<file path="src/rtl/fp_pkg.sv">
// rtl/fp_pkg.sv - shared 1-8-7 floating-point format constants, FSM states and helpers
package fp_pkg;

  localparam int EXP_W  = 8;
  localparam int MANT_W = 7;
  localparam int FP_W   = 1 + EXP_W + MANT_W;
  localparam int BIAS   = 127;
  localparam logic [EXP_W-1:0] EXP_MAX = 8'hFF;
  localparam int QW     = 11;

  typedef enum logic [1:0] {
    IDLE = 2'd0,
    DIV  = 2'd1,
    NORM = 2'd2
  } state_t;

  // Exponent and fraction both zero; the sign is ignored so -0 counts as zero.
  function automatic logic is_zero(input logic [FP_W-1:0] x);
    return x[FP_W-2:0] == '0;
  endfunction

endpackage

</file>
<file path="src/rtl/fpdiv_if.sv">
// rtl/fpdiv_if.sv - start/result handshake bundle between a requester and fpdiv
interface fpdiv_if;
  import fp_pkg::*;

  logic            en;
  logic [FP_W-1:0] x1;
  logic [FP_W-1:0] x2;
  logic [FP_W-1:0] y;
  logic            ready;
  logic            busy;

  modport master (output en, x1, x2, input y, ready, busy);
  modport slave  (input en, x1, x2, output y, ready, busy);

endinterface

</file>
<file path="src/rtl/fpdiv_iter.sv">
// rtl/fpdiv_iter.sv - radix-2 restoring mantissa divider, one quotient bit per clock
module fpdiv_iter
  import fp_pkg::*;
(
  input  logic              clk,
  input  logic              rst,
  input  logic              start,
  input  logic [MANT_W-1:0] a_frac,
  input  logic [MANT_W-1:0] b_frac,
  output logic [QW-1:0]     q,
  output logic              rem_nz,
  output logic              done
);

  localparam logic [3:0] LAST = 4'(QW - 1);

  logic [MANT_W+1:0] r;
  logic [MANT_W:0]   d;
  logic [3:0]        count;
  logic              run;
  logic              ge;
  logic [MANT_W+1:0] r_sub;

  // Trial subtraction; the remainder after restoring is always below d, so its top bit is free for the shift.
  always_comb begin
    ge    = r >= {1'b0, d};
    r_sub = ge ? (r - {1'b0, d}) : r;
  end

  // Load hidden-1 mantissas on start, then shift in one quotient bit per edge until all QW bits are produced.
  always_ff @(posedge clk or posedge rst) begin
    if (rst) begin
      r     <= '0;
      d     <= '0;
      q     <= '0;
      count <= '0;
      run   <= 1'b0;
    end else if (start) begin
      r     <= {1'b0, 1'b1, a_frac};
      d     <= {1'b1, b_frac};
      q     <= '0;
      count <= '0;
      run   <= 1'b1;
    end else if (run) begin
      r     <= {r_sub[MANT_W:0], 1'b0};
      q     <= {q[QW-2:0], ge};
      count <= count + 4'd1;
      if (count == LAST) run <= 1'b0;
    end
  end

  assign rem_nz = r != '0;
  assign done   = run && (count == LAST);

endmodule

</file>
<file path="src/rtl/fpdiv.sv">
// rtl/fpdiv.sv - sequential 1-8-7 floating-point divider with en/ready handshake
module fpdiv
  import fp_pkg::*;
(
  input  logic   clk,
  input  logic   rst,
  fpdiv_if.slave bus
);

  state_t            state, state_n;
  logic [FP_W-1:0]   a, b;
  logic              start;
  logic [QW-1:0]     q;
  logic              rem_nz;
  logic              done;

  logic              s;
  logic signed [9:0] e, e_r;
  logic [7:0]        m, m_fin;
  logic              g, st, inc;
  logic [8:0]        m_r;
  logic [FP_W-1:0]   res;

  assign start    = (state == IDLE) && bus.en;
  assign bus.busy = state != IDLE;

  // Operands are latched only at capture so en during a division cannot disturb them.
  always_ff @(posedge clk or posedge rst) begin
    if (rst) begin
      a <= '0;
      b <= '0;
    end else if (start) begin
      a <= bus.x1;
      b <= bus.x2;
    end
  end

  fpdiv_iter u_iter (
    .clk    (clk),
    .rst    (rst),
    .start  (start),
    .a_frac (bus.x1[MANT_W-1:0]),
    .b_frac (bus.x2[MANT_W-1:0]),
    .q      (q),
    .rem_nz (rem_nz),
    .done   (done)
  );

  // Normalize on the quotient's integer bit, round to nearest even, then pick the special-case result.
  always_comb begin
    s = a[FP_W-1] ^ b[FP_W-1];
    if (q[QW-1]) begin
      e  = $signed({2'b00, a[FP_W-2:MANT_W]}) - $signed({2'b00, b[FP_W-2:MANT_W]}) + 10'(BIAS);
      m  = q[10:3];
      g  = q[2];
      st = (|q[1:0]) | rem_nz;
    end else begin
      e  = $signed({2'b00, a[FP_W-2:MANT_W]}) - $signed({2'b00, b[FP_W-2:MANT_W]}) + 10'(BIAS - 1);
      m  = q[9:2];
      g  = q[1];
      st = q[0] | rem_nz;
    end
    inc = g & (st | m[0]);
    m_r = {1'b0, m} + {8'd0, inc};
    if (m_r[8]) begin
      m_fin = 8'h80;
      e_r   = e + 10'sd1;
    end else begin
      m_fin = m_r[7:0];
      e_r   = e;
    end
    if (is_zero(b))            res = {s, EXP_MAX, 7'd0};
    else if (is_zero(a))       res = {s, 15'd0};
    else if (e_r >= 10'sd255)  res = {s, EXP_MAX, 7'd0};
    else if (e_r <= 10'sd0)    res = {s, 15'd0};
    else                       res = {s, e_r[7:0], m_fin[6:0]};
  end

  // State register.
  always_ff @(posedge clk or posedge rst) begin
    if (rst) state <= IDLE;
    else     state <= state_n;
  end

  // Next-state logic: capture, iterate until the divider reports its last bit, one normalize cycle.
  always_comb begin
    state_n = state;
    case (state)
      IDLE:    if (bus.en) state_n = DIV;
      DIV:     if (done)   state_n = NORM;
      NORM:    state_n = IDLE;
      default: state_n = IDLE;
    endcase
  end

  // Result register and one-cycle ready pulse, both written only when leaving NORM.
  always_ff @(posedge clk or posedge rst) begin
    if (rst) begin
      bus.y     <= '0;
      bus.ready <= 1'b0;
    end else begin
      bus.ready <= state == NORM;
      if (state == NORM) bus.y <= res;
    end
  end

endmodule

</file>
<file path="src/flat_wrapper.sv">
// flat-port wrapper written by rule: the top's interface ports become plain ports
module fpdiv_flat import fp_pkg::*;
  (clk, rst, bus_en, bus_x1, bus_x2, bus_y, bus_ready, bus_busy);
  fpdiv_if bus_i ();
  input  logic clk;
  input  logic rst;
  input wire logic [$bits(bus_i.en)-1:0] bus_en;
  input wire logic [$bits(bus_i.x1)-1:0] bus_x1;
  input wire logic [$bits(bus_i.x2)-1:0] bus_x2;
  output wire logic [$bits(bus_i.y)-1:0] bus_y;
  output wire logic [$bits(bus_i.ready)-1:0] bus_ready;
  output wire logic [$bits(bus_i.busy)-1:0] bus_busy;
  assign bus_i.en = bus_en;
  assign bus_i.x1 = bus_x1;
  assign bus_i.x2 = bus_x2;
  assign bus_y = bus_i.y;
  assign bus_ready = bus_i.ready;
  assign bus_busy = bus_i.busy;
  fpdiv u_core (.clk(clk), .rst(rst), .bus(bus_i));
endmodule
</file>
<file path="config.mk">
export PLATFORM = sky130hd
export DESIGN_NAME = fpdiv_flat
export DESIGN_NICKNAME = d
export VERILOG_FILES = /design/src/rtl/fp_pkg.sv /design/src/rtl/fpdiv_if.sv /design/src/rtl/fpdiv_iter.sv /design/src/rtl/fpdiv.sv /design/src/flat_wrapper.sv
export SDC_FILE = /design/constraint.sdc
export NUM_CORES = 1
export LEC_CHECK = 0
export CAP_MARGIN = 0
export CELL_PAD_IN_SITES_DETAIL_PLACEMENT = 1
export CELL_PAD_IN_SITES_GLOBAL_PLACEMENT = 2
export CORE_MARGIN = 3
export CORE_UTILIZATION = 38
export DETAILED_ROUTE_END_ITERATION = 7
export PLACE_DENSITY = 0.95
export SLEW_MARGIN = 10
export SYNTH_ARGS = -nofsm -noshare
export SYNTH_HDL_FRONTEND = slang
export SYNTH_SLANG_ARGS = --single-unit
</file>
<file path="constraint.sdc">
create_clock -name clk -period 8.3 [get_ports clk]
set_input_delay 0.83 -clock clk [delete_from_list [all_inputs] [get_ports clk]]
set_output_delay 0.83 -clock clk [all_outputs]
set_load 0.02 [all_outputs]
</file>
==> impl_metrics.ini <==
[placement]
place_congestion = 0.8137
dp_cells = 783
port-buffer-count = 52
dpl.hpwl_um = 9936

[critical_path]
criticalPathCategory = reg -> reg
cp-end-kind = flop
worstPathMaxFanout = 31
path_cells = o21ai_0 -> a21oi_1 -> ha_1 -> ha_1 -> nand3_1 -> a21oi_1 -> o2111a_1 -> nand2_1 -> nor4_4 -> xnor2_1 -> a31o_1 -> a311o_1 -> o32ai_1 -> a21oi_1
crit_buf_inv = 0
cpMostUsedCell = a21oi_1
cpMaxStageDelayCell = dfrtp_1
crit_required_ns = 8.48
max_stage_delay_ns = 0.98
start_kind = flop
crit_family = compound AO/OA/AOI/OAI gates
critPathArrivalTime_ns = 4.79

[sta]
fin_skew_ns = 0.01063
min_period_ns = 4.615
finalCritPeriodShare_pct = 55.60
grt_setup_unrepaired = false
final-max-slew-violation-count = 0
finalSetupTns_ns = 0
setup_violations = 0
hold_ws_ns = 0.4511
fmax_ghz = 0.2167
worst_pin_slew_ns = 1.157
slew_headroom_pct = 22.89
hold_violations = 0

[routing]
drc = 0
vias_per_cell = 5.556
vias = 4439
dr.first_iter.drc_count = 218
ant_nets = 0
routedWlPerCell_um = 17.25
drt-total-wl_um = 13780
drtPass1Iterations = 4

[synth]
synth_edf_count = 0
synth_fp_nets = 645
async_flop_share_pct = 100.0
ys_types = 73
synth-seq-area-share_pct = 38.18
ys_warn_count = 0
yosys.area.top_type = dfrtp_1
synthCells = 585
synth_ff_type = dfrtp_1
synth_top_area_share_pct = 38.18
synth_seq_cells = 77
syn_area_mm2 = 0.005047
avgSynthCellArea_um2 = 8.628
synthTopCellsByArea = dfrtp_1 38%, nand2_1 8.2%, ha_1 5.9%

[cts]
clk_pin_slew_worst_paths_ns = 0.07
clock_latency_ns = 0.35
cts_made_buffers = 9
ctsLongestPathBuffers = 2
cts_tree = yes
post_cts_resize_count = 0
clock-sinks = 77
cts_setup_buffers = 0
holdBufCountCts = 0
h-tree-depth = 3
root_buffer = clkbuf_16

[final_layout]
drive_gt1_share_pct = 5.582
nNetsFinal = 682
final_cells = 799
areaGrowthSynthToFinish_pct = 18.64
diodes = 0

[floorplan]
die_y_um = 121.3
fp.dieW_um = 121.3
core_area_mm2 = 0.01282
num_io_pins = 53
start_util_pct = 39.36
row_count = 41
die_area_mm2 = 0.01470

[global_route]
grt_max_degree = 78
first_global_vias = 4771
track_usage_pct = 19.90
grt_remaining_overflow = 0
antenna_found_initial = 0
grt_pass1_wl_um = 23670

[flow_run]
maxCapViolCount = 0

[outcome]
status = finished clean

[hold_path]
hp-class = reg -> reg
metrics by stage:
stage	utilization [%]	setup slack [ns]	instance area [µm²]
after global placement	44.30	4.092	5682
after floorplan	-	4.080	5047
after CTS	46.69	3.698	5988
after global routing	46.69	3.287	5988
after detailed placement	44.30	3.739	5682
final	46.69	3.685	5988
kinds of logic after synthesis:
group	after synthesis	synth area share, %
simple gates	242	22.96
fa+ha+maj	25	6.346
buf+inv	61	4.710
flops	77	38.18
mux	24	4.883
compound gates	128	17.20
xor+xnor	28	5.726
worst reg2reg max path, delay by kind of cell (launching register included):
family                   cells  cell delay, ns
AND/OR/NAND/NOR              3            0.56
adder cells (fa/ha/maj)      2            0.49
AO/OA/AOI/OAI                8            2.22
XOR/XNOR                     1            0.17
flip-flops                   1            0.98
synth_stat cells (3+ instances only):
cell        n
nor4_1     11
o22ai_1     4
xnor2_1    14
a21oi_1    33
nand2_1   110
or4_1       3
mux2i_1    19
clkbuf_1   23
nor2b_1     5
nand3_1    16
a21boi_0    4
o211ai_1    7
inv_1      32
nor3_1     11
a311oi_1    3
o21ai_1     9
ha_1       24
dfrtp_1    77
o21ai_0    29
a211oi_1    6
mux2_2      5
nand4_1     6
nand3b_1   10
or3_1       6
nand2b_1    6
nor2_1     43
xor2_1     11
state kept, by name, indices dropped and copies added, names as in the netlist:
signal / count
u_core.a: 16
u_core.b: 16
u_core.bus.ready: 1
u_core.bus.y: 16
u_core.state: 2
u_core.u_iter.count: 4
u_core.u_iter.d: 1
u_core.u_iter.q: 11
u_core.u_iter.r: 9
u_core.u_iter.run: 1
layout by cell type, fill, tap and decap left out, types with 14 or more instances in the layout:
master and count:
inv_1 31, nand2_1 110, mux2i_1 19, nand3_1 16, a21oi_1 33, clkdlybuf4s50_1 52
xnor2_1 14, ha_1 24, nor2_1 43, o21ai_0 29, dfrtp_1 77
layer usage:
| metal | share of wire [%] | vias to the layer above | global-route usage, % |
|---|---|---|---|
| li1 | - | 2153 | - |
| met1 | 46 | 2211 | 25.29 |
| met2 | 50 | 54 | 34.53 |
| met3 | 2.5 | 21 | 3.590 |
| met4 | 1.8 | 0 | 6.092 |
| met5 | 0 | - | 0 |
final cells by class:
type | count | area [µm²]
Clock buffer | 9 | 225.2
Clock inverter | 7 | 81.33
Fill cell | 1524 | 6837
Inverter | 34 | 127.6
Multi-Input combinational cell | 447 | 2884
Sequential cell | 77 | 1927
Tap cell | 172 | 215.2
Timing Repair Buffer | 53 | 528.0
worst paths after layout:
kind	depth (start not counted)	slack, ns	end	startpoint
max	14	3.68	u_core.bus.y[7]$_DFFE_PP0P_	u_core.u_iter.q[10]$_DFFE_PP0P_
min	2	0.45	u_core.u_iter.d[7]$_DFFE_PP0P_	u_core.u_iter.d[7]$_DFFE_PP0P_
max reg2reg	14	3.68	u_core.bus.y[7]$_DFFE_PP0P_	u_core.u_iter.q[10]$_DFFE_PP0P_
min reg2reg	2	0.45	u_core.u_iter.d[7]$_DFFE_PP0P_	u_core.u_iter.d[7]$_DFFE_PP0P_
max in group asynchronous	3	6.53	u_core.bus.y[4]$_DFFE_PP0P_	rst
min in group asynchronous	3	1.10	u_core.b[3]$_DFFE_PP0P_	rst
Power is not shown: default switching activity piles up to over one toggle a cycle in this logic, so the estimate is an artifact.
